**src/rtl/digit_serial_adder.sv**
```systemverilog
// Multi-cycle two's-complement adder/subtractor, DIGIT bits per clock over WIDTH-bit operands.
// Optional feature: define ADDER_ACCUM_EN to let acc=1 take operand A from the current sum.
module digit_serial_adder #(
    parameter int WIDTH = 8,
    parameter int DIGIT = 2
) (
    input  logic             clk,
    input  logic             rst_n,
    input  logic             start,
    input  logic             sub,
    input  logic             acc,
    input  logic [WIDTH-1:0] a,
    input  logic [WIDTH-1:0] b,
    output logic             busy,
    output logic             done,
    output logic [WIDTH-1:0] sum,
    output logic             cout,
    output logic             ovf
);
    localparam int N  = WIDTH / DIGIT;
    localparam int CW = (N > 1) ? $clog2(N) : 1;

    typedef enum logic [1:0] {S_IDLE, S_RUN, S_DONE} state_t;

    state_t           r_state;
    logic [WIDTH-1:0] r_a, r_b, r_ps;
    logic             r_c;
    logic [CW-1:0]    r_cnt;
    logic             r_amsb, r_bmsb;

    logic [WIDTH-1:0]       w_opa, w_opb;
    logic [DIGIT:0]         w_dsum;
    logic [WIDTH+DIGIT-1:0] w_cat;
    logic [WIDTH-1:0]       w_ps_next;
    logic                   w_last;

`ifdef ADDER_ACCUM_EN
    assign w_opa = acc ? sum : a;
`else
    logic w_unused_acc;
    assign w_unused_acc = acc;
    assign w_opa        = a;
`endif

    assign w_opb  = sub ? ~b : b;
    assign w_dsum = {1'b0, r_a[DIGIT-1:0]} + {1'b0, r_b[DIGIT-1:0]} + {{DIGIT{1'b0}}, r_c};
    // New digit enters at the top; concatenation keeps DIGIT==WIDTH legal.
    assign w_cat     = {w_dsum[DIGIT-1:0], r_ps};
    assign w_ps_next = w_cat[WIDTH+DIGIT-1:DIGIT];
    assign w_last    = (r_cnt == CW'(N - 1));

    always_ff @(posedge clk or negedge rst_n) begin
        if (!rst_n) begin
            r_state <= S_IDLE;
            r_a     <= '0;
            r_b     <= '0;
            r_ps    <= '0;
            r_c     <= 1'b0;
            r_cnt   <= '0;
            r_amsb  <= 1'b0;
            r_bmsb  <= 1'b0;
            busy    <= 1'b0;
            done    <= 1'b0;
            sum     <= '0;
            cout    <= 1'b0;
            ovf     <= 1'b0;
        end else begin
            case (r_state)
                S_IDLE, S_DONE: begin
                    done <= 1'b0;
                    if (start) begin
                        r_a     <= w_opa;
                        r_b     <= w_opb;
                        r_c     <= sub;
                        r_cnt   <= '0;
                        r_amsb  <= w_opa[WIDTH-1];
                        r_bmsb  <= w_opb[WIDTH-1];
                        busy    <= 1'b1;
                        r_state <= S_RUN;
                    end else begin
                        r_state <= S_IDLE;
                    end
                end
                S_RUN: begin
                    r_a   <= r_a >> DIGIT;
                    r_b   <= r_b >> DIGIT;
                    r_c   <= w_dsum[DIGIT];
                    r_ps  <= w_ps_next;
                    r_cnt <= r_cnt + 1'b1;
                    if (w_last) begin
                        sum     <= w_ps_next;
                        cout    <= w_dsum[DIGIT];
                        // Effective B MSB already includes the subtract inversion.
                        ovf     <= (r_amsb == r_bmsb) && (w_ps_next[WIDTH-1] != r_amsb);
                        busy    <= 1'b0;
                        done    <= 1'b1;
                        r_state <= S_DONE;
                    end
                end
                default: r_state <= S_IDLE;
            endcase
        end
    end
endmodule

```
**config.mk**
```make
export PLATFORM = sky130hd
export DESIGN_NAME = digit_serial_adder
export DESIGN_NICKNAME = d
export VERILOG_FILES = /design/src/rtl/digit_serial_adder.sv
export SDC_FILE = /design/constraint.sdc
export NUM_CORES = 1
export LEC_CHECK = 0
export ABC_AREA = 1
export CAP_MARGIN = 10
export CORE_MARGIN = 2
export CORE_UTILIZATION = 52
export CTS_CLUSTER_DIAMETER = 40
export CTS_CLUSTER_SIZE = 14
export DETAILED_ROUTE_END_ITERATION = 6
export GPL_TIMING_DRIVEN = 0
export PLACE_DENSITY_LB_ADDON = 0.1
export SKIP_CTS_REPAIR_TIMING = 1
export SLEW_MARGIN = 25
export SYNTH_ARGS = -nofsm -noshare
export SYNTH_HDL_FRONTEND = slang
export SYNTH_SLANG_ARGS = --single-unit
```
**constraint.sdc**
```tcl
create_clock -name clk -period 2.4 [get_ports clk]
set_input_delay 0.48 -clock clk [delete_from_list [all_inputs] [get_ports clk]]
set_output_delay 0.48 -clock clk [all_outputs]
set_load 0.1 [all_outputs]
```
==> impl_summary.txt, run 1 <==
----------------------------------------------------
[Critical path]
  Top fanout value on the critical path ... 2
  Critical path depth ... 1
  Data required time of the critical path ... 1.92 ns
  Type of element launching the critical path ... flip-flop
  Max stage delay on crit path ... around 1.1 ns
  Crit Path Class ... flip-flop to output port
  Cell family contributing the most delay on the critical path ... buffers and inverters
  Crit-path cells ... clkdlybuf4s50_1
  Slowest stage cell on the critical path ... sky130_fd_sc_hd__clkdlybuf4s50_1
  Nature of the critical path endpoint ... output port
  Count of cells along the worst register-to-register path ... 8
  Arr. time, crit path ... 1.86 ns
  Buffering stage count on the worst path with inverters included ... 1

[Run]
  Number of maximum-capacitance constraint violations ... 0

[Synth]
  Summed instance area of the synthesized netlist ... 1870 um2
  Synth unique cells ... 16
  Number of warnings issued by yosys ... 0
  Xor/xnor share of the synthesized area ... 0%
  Adder-cell area share of the yosys netlist ... 2.81%
  Post-synthesis register bit count ... 41
  Mean cell area of the mapped netlist ... between 8 and 9 um2
  Net count after synthesis ... 247
  Fraction of synthesized area in multiplexers ... 0%
  Synth Instances ... 223
  Fraction of the yosys area taken by sequential cells ... 54.8%
  Area fraction in compound gates after synthesis ... under 10%
  Largest family of logic cells by synthesized area ... simple AND/OR/NAND/NOR gates
  Simple-Gate Fraction of Synth Area ... between 30 and 40%

[Final layout]
  Layout cells sized above 1 ... 9.13%
  Share of the core filled with cells in the final layout ... 69.5%
  Number of nets in the layout ... 286
  Area Overhead vs Synth ... 25.9%
  Number of antenna diodes ... 0
  FF/Latch Area ... slightly above 1000 um2
  Fill cells ... 282
  Area taken by multi-input logic gates ... 679 um2

[Place]
  PortBufs ... 31
  Worst Setup Slack post-DPL ... approximately 0.44 ns
  Final HPWL from detailed placement ... 2610 um
  Final estimated routing congestion in global placement ... ~0.76

[Pwr]
  Power per standard cell area ... 1490 nW/um2
  Maximum ir drop on the vdd rail ... 0.000562 V
  Cell leakage power ... approximately 0.0013 uW

[Clock tree]
  Number of CTS-inserted buffers ... 5
  Library cell used as clock root buffer ... sky130_fd_sc_hd__clkbuf_4
  CTS H-tree lvls ... 2
  Insertion delay of the later-clocked pin in the worst-skew pair ... 0.36 ns
  Clock transition time at the flip-flop clock pins of the worst setup and hold paths ... 0.12 ns
  Num Clock Sinks ... 41
  TritonCTS clock tree ... built
  Maximum clock insertion buffer count ... 2

[Floorplanning]
  Die width ... approximately 64 um
  I/O pin count ... 33
  Initial core utilization ... 55.2%
  Height of the die ... 64.0 um
  Number of rows in the core area ... 21
  Die Footprint ... 4090 um2
  Placeable core area ... 3390 um2

[Timing]
  Final hold violations ... 0
  Final-report max-slew violation count ... 0
  RSZ-0062 raised after global routing ... false
  Final clock period utilization by the worst path ... 97.7%
  Fin worst setup slack ... about 0.056 ns
  Final worst clock skew ... 0.0107 ns
  Least-Margin Pin Slew ... 0.982 ns
  Fmax achieved ... 0.427 GHz
  Worst slew slack as a fraction of its limit ... 34.4%
  Time the final worst path needs with I/O delays and setup ... 2.34 ns
  Setup-violating endpoint count in the final report ... 0

[Detailed routing]
  Detailed router's first-iteration violation count ... 55
  Wire length per cell ... 12.2 um
  Total routed wirelength ... 3790 um
  Average via count per standard cell ... ~5.0
  Via total after detailed routing ... around 1,500
  Remaining design rule violation count ... 0
  Number of detailed-routing iterations run before antenna repair ... 4
  Antenna Nets Post-Route ... 0

[GRT]
  Initial antenna violation count ... 0
  GRT Resource Usage Total ... 21.5%
  Overflow after GRT ... 0
  Via count of the first global-routing pass ... 1,443
  Global-route wire length before repair ... 6580 um
  Largest net degree at the start of global routing ... 26

[Worst hold path]
  Path class of the lowest-slack min-delay path ... input pin to asynchronous set/reset pin

[Run status]
  Run status ... complete, no violations

----------------------------------------------------
==> synthesized netlist by cell type <==
library cell	instances	area, um2
sky130_fd_sc_hd__nand2_4	1	11.3
sky130_fd_sc_hd__nor2_2	1	6.26
sky130_fd_sc_hd__dfrtp_1	41	1030
sky130_fd_sc_hd__nor2_1	4	15.0
sky130_fd_sc_hd__buf_4	4	30.0
sky130_fd_sc_hd__fa_1	2	40.0
sky130_fd_sc_hd__nand2_1	90	338
sky130_fd_sc_hd__ha_1	1	12.5
sky130_fd_sc_hd__o21ai_1	5	25.0
sky130_fd_sc_hd__inv_2	1	3.75
sky130_fd_sc_hd__buf_2	3	15.0
sky130_fd_sc_hd__nand3_1	40	200
sky130_fd_sc_hd__inv_1	22	82.6
sky130_fd_sc_hd__nor2_4	1	11.3
sky130_fd_sc_hd__o21ai_0	4	20.0
sky130_fd_sc_hd__buf_6	3	33.8
==> worst reg2reg max path: cells and delay by family (launching register included) <==
| family | cells | cell delay [ns] |
|---|---|---|
| adders and majority gates | 2 | 1.00 |
| DFF | 1 | 0.38 |
| buffers and inverters | 1 | 0.07 |
| and+or+nand+nor | 5 | 0.25 |
==> path summary, 6_finish.rpt <==
kind / endpoint / slack [ns] / startpoint
worst max-delay path: sum[5] / 0.06 / sum[5]$_DFFE_PN0P_
worst min-delay path: sum[6]$_DFFE_PN0P_ / 0.02 / rst_n
worst max register to register: ovf$_DFFE_PN0P_ / 0.61 / r_a[0]$_DFFE_PN0P_
worst min register to register: busy$_DFFE_PN0P_ / 0.48 / busy$_DFFE_PN0P_
max in group asynchronous: r_ps[2]$_DFFE_PN0P_ / 1.90 / rst_n
min in group clk: busy$_DFFE_PN0P_ / 0.48 / busy$_DFFE_PN0P_
==> per-stage QoR <==
step	setup TNS, ns	hold WS [ns]	total power [uW]	area [um2]	instances
final	0	0.0243	3500	2350	309
after CTS	0	0.0232	3520	2340	309
after global placement	-5.91	0.450	3000	2240	300
after floorplan	0	0.184	2580	1870	223
after detailed placement	0	0.425	3040	2250	301
after global routing	0	0.0290	3750	2350	309
==> cell usage in the layout (no fill, tap or decap), types with 4 or more instances in the layout <==
master                            netlist  routed
sky130_fd_sc_hd__dlymetal6s2s_1         0       5
sky130_fd_sc_hd__nor2_1                 4       4
sky130_fd_sc_hd__clkbuf_4               0       5
sky130_fd_sc_hd__clkdlybuf4s50_1        0      25
sky130_fd_sc_hd__nand3_1               40      40
sky130_fd_sc_hd__o21ai_0                4       4
sky130_fd_sc_hd__dfrtp_1               41      41
sky130_fd_sc_hd__buf_4                  4       4
sky130_fd_sc_hd__inv_1                 22      22
sky130_fd_sc_hd__nand2_1               90      90
sky130_fd_sc_hd__o21ai_1                5       5
sky130_fd_sc_hd__buf_2                  3       4
==> area by class of cell <==
type | instances | share of cell area (%)
clock buffers | 6 | 2.18
repair buffers | 32 | 14.3
inverters | 23 | 3.67
clock inverters | 2 | 1.59
flip-flops and latches | 41 | 43.6
well taps | 46 | 2.44
multi-input cells | 149 | 28.9
plain buffers | 10 | 3.35
==> layer usage <==
layer	up-vias	part of all wire [%]	wire length [um]	GRT usage [%]
li1	777	-	-	-
met1	723	44	1660	26.0
met2	36	50	1900	36.3
met3	7	3.9	149	5.81
met4	0	1.9	73	8.97
met5	-	0	0	0
==> sequential cells by signal, summed over array words and instances, names as in the netlist <==
name,cells
r_b,8
busy,1
r_cnt,2
cout,1
r_state,2
r_a,8
r_amsb,1
r_bmsb,1
ovf,1
r_c,1
r_ps,6
sum,8
done,1
==> cells by family (layout without fill, tap and decap cells) <==
family | Yosys count | count (layout)
buffers and inverters | 33 | 73
and+or+nand+nor | 137 | 137
AOI/OAI and AO/OA | 9 | 9
adders and majority gates | 3 | 3
DFF | 41 | 41
==> report_power, final <==
group | leakage (uW) | switching, uW | total (uW) | internal [uW]
combinational | 0.000710 | 1290 | 1850 | 562
sequential | 0.000516 | 172 | 1170 | 1000
clock | 0.0000445 | 231 | 478 | 248
Power figures use the tool's default switching activity.
==> run 2, diff against run 1 <==
CORE_MARGIN = 3   (was 2)
==> run 2 against run 1 <==
  * Sequential power hardly changed
  * Clock power shrank 17%
  * Global-route usage shrank 1.0 points
  * Cell count did not move
  * Via count is 0.13% lower
  * Routed wire length grew 2.1%
  * First-iteration DRC count up 36%
  * Fmax is 0.58% lower
  * Clock skew is 0.00065 ns higher
  * Total power decreased by 2.2%
  * Critical endpoint is now ovf
==> impl_summary.txt, run 2 (synthesis results as in run 1) <==
----------------------------------------------------
[Pwr]
  Gate power share ... 54.0% (+1.1 points)
  Maximum ir drop on the vdd rail ... 0.000639 V (+14%)
  Power share of the sequential group ... 34.5% (+1.0 points)
  Power per standard cell area ... 1470 nW/um2 (-0.97%)
  Overall power of the completed layout ... 3420 uW (-2.2%)
  Part of the total power dissipated in the clock network ... 11.5% (-2.2 points)
  Cell internal power dissipation ... 1730 uW (-4.4%)
  Switching power as a share of total power ... 49.4% (+1.2 points)
  Sw power ... 1690 uW (+0.15%)
  Cell leakage power ... 0.00121 uW (-4.7%)

[Detailed routing]
  Detailed router's first-iteration violation count ... 75 (+36%)
  Antenna Nets Post-Route ... 0 (unchanged)
  Via total after detailed routing ... 1,541 (-0.13%)
  Wire length per cell ... 12.5 um (+2.1%)
  Average via count per standard cell ... 4.99 (-0.13%)
  Number of detailed-routing iterations run before antenna repair ... 6 (+2)
  Remaining design rule violation count ... 0 (unchanged)
  Total routed wirelength ... 3870 um (+2.1%)

[GRT]
  GRT Resource Usage Total ... 20.5% (-1.0 points)
  Largest net degree at the start of global routing ... 26 (unchanged)
  Global-route wire length before repair ... 6600 um (+0.32%)
  Via count of the first global-routing pass ... 1,511 (+4.7%)
  Initial antenna violation count ... 0 (unchanged)
  Overflow after GRT ... 0 (unchanged)

[Timing]
  Fmax achieved ... 0.424 GHz (-0.58%)
  Final-report max-slew violation count ... 0 (unchanged)
  RSZ-0062 raised after global routing ... false
  Time the final worst path needs with I/O delays and setup ... 2.36 ns (+0.0136 ns)
  Least-Margin Pin Slew ... 0.965 ns (-0.0171 ns)
  Final worst clock skew ... 0.0113 ns (+0.000653 ns)
  Setup-violating endpoint count in the final report ... 0 (unchanged)
  Final clock period utilization by the worst path ... 98.2% (+0.57 points)
  Setup tns final ... 0 ns (unchanged)
  Worst slew slack as a fraction of its limit ... 35.5% (+1.0 points)
  Final hold slack ... 0.0168 ns (-0.00747 ns)
  Final hold violations ... 0 (unchanged)

[Critical path]
  Crit-path cells ... clkdlybuf4s50_1
  Data required time of the critical path ... 1.92 ns (about the same)
  Arr. time, crit path ... 1.88 ns (+0.02 ns)
  Buffering stage count on the worst path with inverters included ... 1 (unchanged)
  Crit Path Class ... flip-flop to output port
  Slowest stage cell on the critical path ... sky130_fd_sc_hd__clkdlybuf4s50_1
  Max stage delay on crit path ... 1.13 ns (about the same)
  Top fanout value on the critical path ... 2 (unchanged)
  Cell family contributing the most delay on the critical path ... buffers and inverters
  Nature of the critical path endpoint ... output port
  Type of element launching the critical path ... flip-flop

[Final layout]
  Fill cells ... 283 (+0.35%)
  Layout cells sized above 1 ... 9.13% (unchanged)
  Number of antenna diodes ... 0 (unchanged)
  Final standard cell count with taps included and fillers excluded ... 309 (unchanged)
  Number of nets in the layout ... 286 (unchanged)
  Area Overhead vs Synth ... 24.3%
  Most common cell after layout, fill and taps aside ... sky130_fd_sc_hd__nand2_1
  Leading cell types in the layout, fill and taps excluded ... sky130_fd_sc_hd__nand2_1 (90), sky130_fd_sc_hd__dfrtp_1 (41), sky130_fd_sc_hd__nand3_1 (40), sky130_fd_sc_hd__clkdlybuf4s50_1 (29), sky130_fd_sc_hd__inv_1 (22)
  Leading registers by flop count ... r_a (8), r_b (8), sum (8)

[Floorplanning]
  Initial core utilization ... 55.2% (unchanged)
  Placeable core area ... 3390 um2 (unchanged)
  Number of rows in the core area ... 21 (unchanged)
  Height of the die ... 66.0 um (+3.1%)
  I/O pin count ... 33 (unchanged)
  Die width ... 66.0 um (+3.1%)
  Die Footprint ... 4350 um2 (+6.4%)

[Clock tree]
  Maximum clock insertion buffer count ... 2 (unchanged)
  Number of CTS-inserted buffers ... 5 (unchanged)
  Insertion delay of the later-clocked pin in the worst-skew pair ... 0.37 ns (about the same)
  TritonCTS clock tree ... built
  CTS H-tree lvls ... 2 (unchanged)
  Clock transition time at the flip-flop clock pins of the worst setup and hold paths ... 0.12 ns (about the same)
  Library cell used as clock root buffer ... sky130_fd_sc_hd__clkbuf_4
  Num Clock Sinks ... 41 (unchanged)

[Run]
  Number of maximum-capacitance constraint violations ... 0 (unchanged)

[Place]
  Final estimated routing congestion in global placement ... 0.771 (+1.6%)
  PortBufs ... 31 (unchanged)
  Final HPWL from detailed placement ... 2760 um (+5.4%)
  Number of placed instances, taps included ... 301 (unchanged)

[Worst hold path]
  Path class of the lowest-slack min-delay path ... input pin to asynchronous set/reset pin

[Run status]
  Run status ... complete, no violations

----------------------------------------------------
==> run 2: per-stage QoR <==
stage	worst slack (ns)	area (um2)	util, %
6_report	0.0424	2330	68.6
5_1_grt	0.00485	2330	68.6
4_1_cts	0.0393	2320	68.5
3_5_place_dp	0.441	2250	66.5
3_3_place_gp	-0.135	2240	66.0
2_1_floorplan	0.730	1870	-
==> run 2: power by group through the flow <==
| stage | Clock (uW) | Combinational [uW] | Sequential, uW |
|---|---|---|---|
| after floorplan | 0 | 830 | 1750 |
| after global placement | 0 | 1830 | 1180 |
| after detailed placement | 0 | 1870 | 1190 |
| after CTS | 393 | 1870 | 1180 |
| after global routing | 423 | 2030 | 1220 |
| final | 395 | 1850 | 1180 |
==> run 2: path summary, 6_finish.rpt <==
check / start / endpoint / slack (ns) / depth (start not counted)
worst max-delay path: ovf$_DFFE_PN0P_ / ovf / 0.04 / 1
worst min-delay path: rst_n / busy$_DFFE_PN0P_ / 0.02 / 1
worst max register to register: r_a[0]$_DFFE_PN0P_ / ovf$_DFFE_PN0P_ / 0.60 / 8
worst min register to register: cout$_DFFE_PN0P_ / cout$_DFFE_PN0P_ / 0.48 / 2
max in group asynchronous: rst_n / r_cnt[1]$_DFFE_PN0P_ / 1.92 / 2
min in group clk: cout$_DFFE_PN0P_ / cout$_DFFE_PN0P_ / 0.48 / 2
==> run 2: cell type report <==
cell class                      count  area [um2]  area share [%]
Clock inverter                      1        5.00           0.215
Multi-Input combinational cell    149         679            29.2
Buffer                             10        78.8            3.39
Tap cell                           46        57.6            2.47
Inverter                           23        86.3            3.71
Sequential cell                    41        1030            44.1
Clock buffer                        7        65.1            2.80
Timing Repair Buffer               32         328            14.1
==> run 2: per-layer routing <==
| metal | GRT usage, % | wire length (um) | vias to the layer above |
|---|---|---|---|
| li1 | - | - | 772 |
| met3 | 4.08 | 188 | 8 |
| met2 | 35.7 | 1930 | 38 |
| met1 | 23.8 | 1660 | 723 |
| met4 | 10.7 | 89 | 0 |
| met5 | 0 | 0 | - |
==> run 3, diff against run 2 <==
CORE_MARGIN = 2   (was 3)
clock period = 2.7 ns   (was 2.4 ns; I/O delays follow)
==> run 3 against run 2 <==
  * Hold slack improved by 0.066 ns
  * Die area fell by 6.0%
  * Flip-flop and latch count did not move
  * Sequential share of layout area fell by 0.31 points
  * Combinational power fell by 11%
  * Cell count did not move
  * Clock-buffer cell count fell by 1
  * Utilization rose by 0.48 points
  * Register-to-register slack improved by 0.31 ns
  * Critical path type unchanged
  * Largest power group unchanged
==> impl_summary.txt, run 3 (synthesis results as in run 1) <==
----------------------------------------------------
[Timing]
  Fin worst setup slack ... 0.285 ns (+0.243 ns)
  Time the final worst path needs with I/O delays and setup ... 2.42 ns
  Final-report max-slew violation count ... 0 (unchanged)
  Worst slew slack as a fraction of its limit ... 34.5% (-1.0 points)
  Least-Margin Pin Slew ... 0.980 ns (+0.0151 ns)
  Final hold violations ... 0 (unchanged)
  Final worst clock skew ... 0.0104 ns (-0.000919 ns)
  Setup tns final ... 0 ns (unchanged)
  Final clock period utilization by the worst path ... 89.4%
  Fmax achieved ... ~0.41 GHz
  RSZ-0062 raised after global routing ... false
  Setup-violating endpoint count in the final report ... 0 (unchanged)

[Final layout]
  Leading cell types in the layout, fill and taps excluded ... sky130_fd_sc_hd__nand2_1 (90), sky130_fd_sc_hd__dfrtp_1 (41), sky130_fd_sc_hd__nand3_1 (40), sky130_fd_sc_hd__clkdlybuf4s50_1 (30), sky130_fd_sc_hd__inv_1 (22)
  Fill cells ... 286 (+1.1%)
  Most common cell after layout, fill and taps aside ... sky130_fd_sc_hd__nand2_1
  Post-Layout Inst Area ... 2340 um2 (+0.70%)
  Number of nets in the layout ... 286 (unchanged)
  Final standard cell count with taps included and fillers excluded ... 309 (unchanged)
  Area Overhead vs Synth ... 25.2%
  Layout cells sized above 1 ... 9.13% (unchanged)
  Number of antenna diodes ... 0 (unchanged)
  Leading registers by flop count ... r_a (8), r_b (8), sum (8)

[Floorplanning]
  I/O pin count ... 33 (unchanged)
  Initial core utilization ... 55.2% (unchanged)
  Number of rows in the core area ... 21 (unchanged)
  Height of the die ... 64.0 um (-3.0%)
  Die width ... 64.0 um (-3.0%)
  Placeable core area ... 3390 um2 (unchanged)
  Die Footprint ... 4090 um2 (-6.0%)

[GRT]
  GRT Resource Usage Total ... 21.5% (+1.0 points)
  Initial antenna violation count ... 0 (unchanged)
  Via count of the first global-routing pass ... 1,443 (-4.5%)
  Largest net degree at the start of global routing ... 26 (unchanged)
  Overflow after GRT ... 0 (unchanged)
  Global-route wire length before repair ... 6580 um (-0.32%)

[Pwr]
  Cell internal power dissipation ... 1610 uW (-7.0%)
  Gate power share ... 52.8% (-1.2 points)
  Sw power ... 1500 uW (-11%)
  Cell leakage power ... 0.00121 uW (about the same)
  Power share of the sequential group ... 33.5% (-1.0 points)
  Power per standard cell area ... 1330 nW/um2 (-9.8%)
  Maximum ir drop on the vdd rail ... 0.000488 V (-24%)
  Switching power as a share of total power ... 48.2% (-1.2 points)
  Part of the total power dissipated in the clock network ... 13.6% (+2.1 points)

[Detailed routing]
  Average via count per standard cell ... 4.99 (about the same)
  Via total after detailed routing ... 1,542 (+0.065%)
  Antenna Nets Post-Route ... 0 (unchanged)
  Remaining design rule violation count ... 0 (unchanged)
  Wire length per cell ... 12.1 um (-3.2%)
  Number of detailed-routing iterations run before antenna repair ... 4 (-2)
  Detailed router's first-iteration violation count ... 49 (-35%)
  Total routed wirelength ... 3740 um (-3.2%)

[Place]
  Total cell area at the placement stage ... 2250 um2 (unchanged)
  Number of placed instances, taps included ... 301 (unchanged)
  Final estimated routing congestion in global placement ... 0.759 (-1.5%)
  Final HPWL from detailed placement ... 2610 um (-5.1%)
  Worst Setup Slack post-DPL ... 0.679 ns (+0.238 ns)
  PortBufs ... 31 (unchanged)

[Clock tree]
  CTS H-tree lvls ... 2 (unchanged)
  TritonCTS clock tree ... built
  Number of CTS-inserted buffers ... 5 (unchanged)
  Clock transition time at the flip-flop clock pins of the worst setup and hold paths ... 0.12 ns (about the same)
  Num Clock Sinks ... 41 (unchanged)
  Maximum clock insertion buffer count ... 2 (unchanged)
  Insertion delay of the later-clocked pin in the worst-skew pair ... 0.36 ns (about the same)
  Library cell used as clock root buffer ... sky130_fd_sc_hd__clkbuf_4

[Worst hold path]
  Path class of the lowest-slack min-delay path ... input pin to asynchronous set/reset pin

[Critical path]
  Slowest stage cell on the critical path ... sky130_fd_sc_hd__clkdlybuf4s50_1
  Top fanout value on the critical path ... 2 (unchanged)
  Arr. time, crit path ... 1.88 ns (about the same)
  Nature of the critical path endpoint ... output port
  Crit-path cells ... clkdlybuf4s50_1
  Cell family contributing the most delay on the critical path ... buffers and inverters
  Max stage delay on crit path ... 1.14 ns (about the same)
  Data required time of the critical path ... 2.16 ns (+0.24 ns)
  Type of element launching the critical path ... flip-flop
  Crit Path Class ... flip-flop to output port
  Buffering stage count on the worst path with inverters included ... 1 (unchanged)

[Run status]
  Run status ... complete, no violations

[Run]
  Number of maximum-capacitance constraint violations ... 0 (unchanged)

----------------------------------------------------
[run 3: cell count changes in the layout (fill, tap and decap cells not counted), sizes merged]
cell,previous run,this run
bufinv,0,1
clkbuf,7,6
clkdlybuf4s50,29,30
clkinv,1,0
clkinvlp,0,1
dlymetal6s2s,1,0
[run 3: worst register-to-register path, cell delays in order, from the launching register on]
cell and delay, ns:
sky130_fd_sc_hd__dfrtp_1 0.38, sky130_fd_sc_hd__inv_1 0.07, sky130_fd_sc_hd__fa_1 0.43, sky130_fd_sc_hd__fa_1 0.56, sky130_fd_sc_hd__nor2_1 0.06, sky130_fd_sc_hd__nand2_1 0.05
sky130_fd_sc_hd__nand2_1 0.04, sky130_fd_sc_hd__nand2_1 0.05, sky130_fd_sc_hd__nand2_1 0.04
[run 3: metrics by stage]
step / hold WS (ns) / total power, uW / util (%)
after floorplan: 0.244 / 2290 / -
after global placement: 0.450 / 2670 / 66.0
after detailed placement: 0.458 / 2710 / 66.5
after CTS: 0.0832 / 3130 / 69.1
after global routing: 0.0890 / 3340 / 69.1
final: 0.0826 / 3110 / 69.1
[run 3: area by class of cell]
type	count	area, um2	area share [%]
flip-flops and latches	41	1030	43.8
multi-input cells	149	679	29.0
repair buffers	32	325	13.9
inverters	23	86.3	3.69
plain buffers	10	78.8	3.37
well taps	46	57.6	2.46
clock buffers	6	51.3	2.19
clock inverters	2	37.5	1.60
[run 3: routing by layer]
layer | global-route usage [%] | routed length, um | vias to the layer above | share of wire (%)
met2 | 36.3 | 1880 | 38 | 50
met3 | 5.81 | 144 | 7 | 3.8
li1 | - | - | 777 | -
met4 | 8.97 | 73 | 0 | 2.0
met1 | 26.0 | 1650 | 720 | 44
met5 | 0 | 0 | - | 0
[run 3: worst paths after layout]
path	from	cells after the start	slack [ns]	endpoint
min in group clk	busy$_DFFE_PN0P_	2	0.49	busy$_DFFE_PN0P_
setup reg to reg	r_a[0]$_DFFE_PN0P_	8	0.91	ovf$_DFFE_PN0P_
hold reg to reg	busy$_DFFE_PN0P_	2	0.49	busy$_DFFE_PN0P_
setup / recovery	cout$_DFFE_PN0P_	1	0.28	cout
hold / removal	rst_n	1	0.08	r_a[2]$_DFFE_PN0P_
max in group asynchronous	rst_n	2	2.15	r_ps[2]$_DFFE_PN0P_
[run 3: power groups by stage]
stage	clock network, uW	logic (uW)	registers, uW
floorplan	0	738	1560
global placement	0	1630	1040
detailed placement	0	1650	1050
CTS	433	1660	1040
global route	468	1790	1080
finish	424	1640	1040
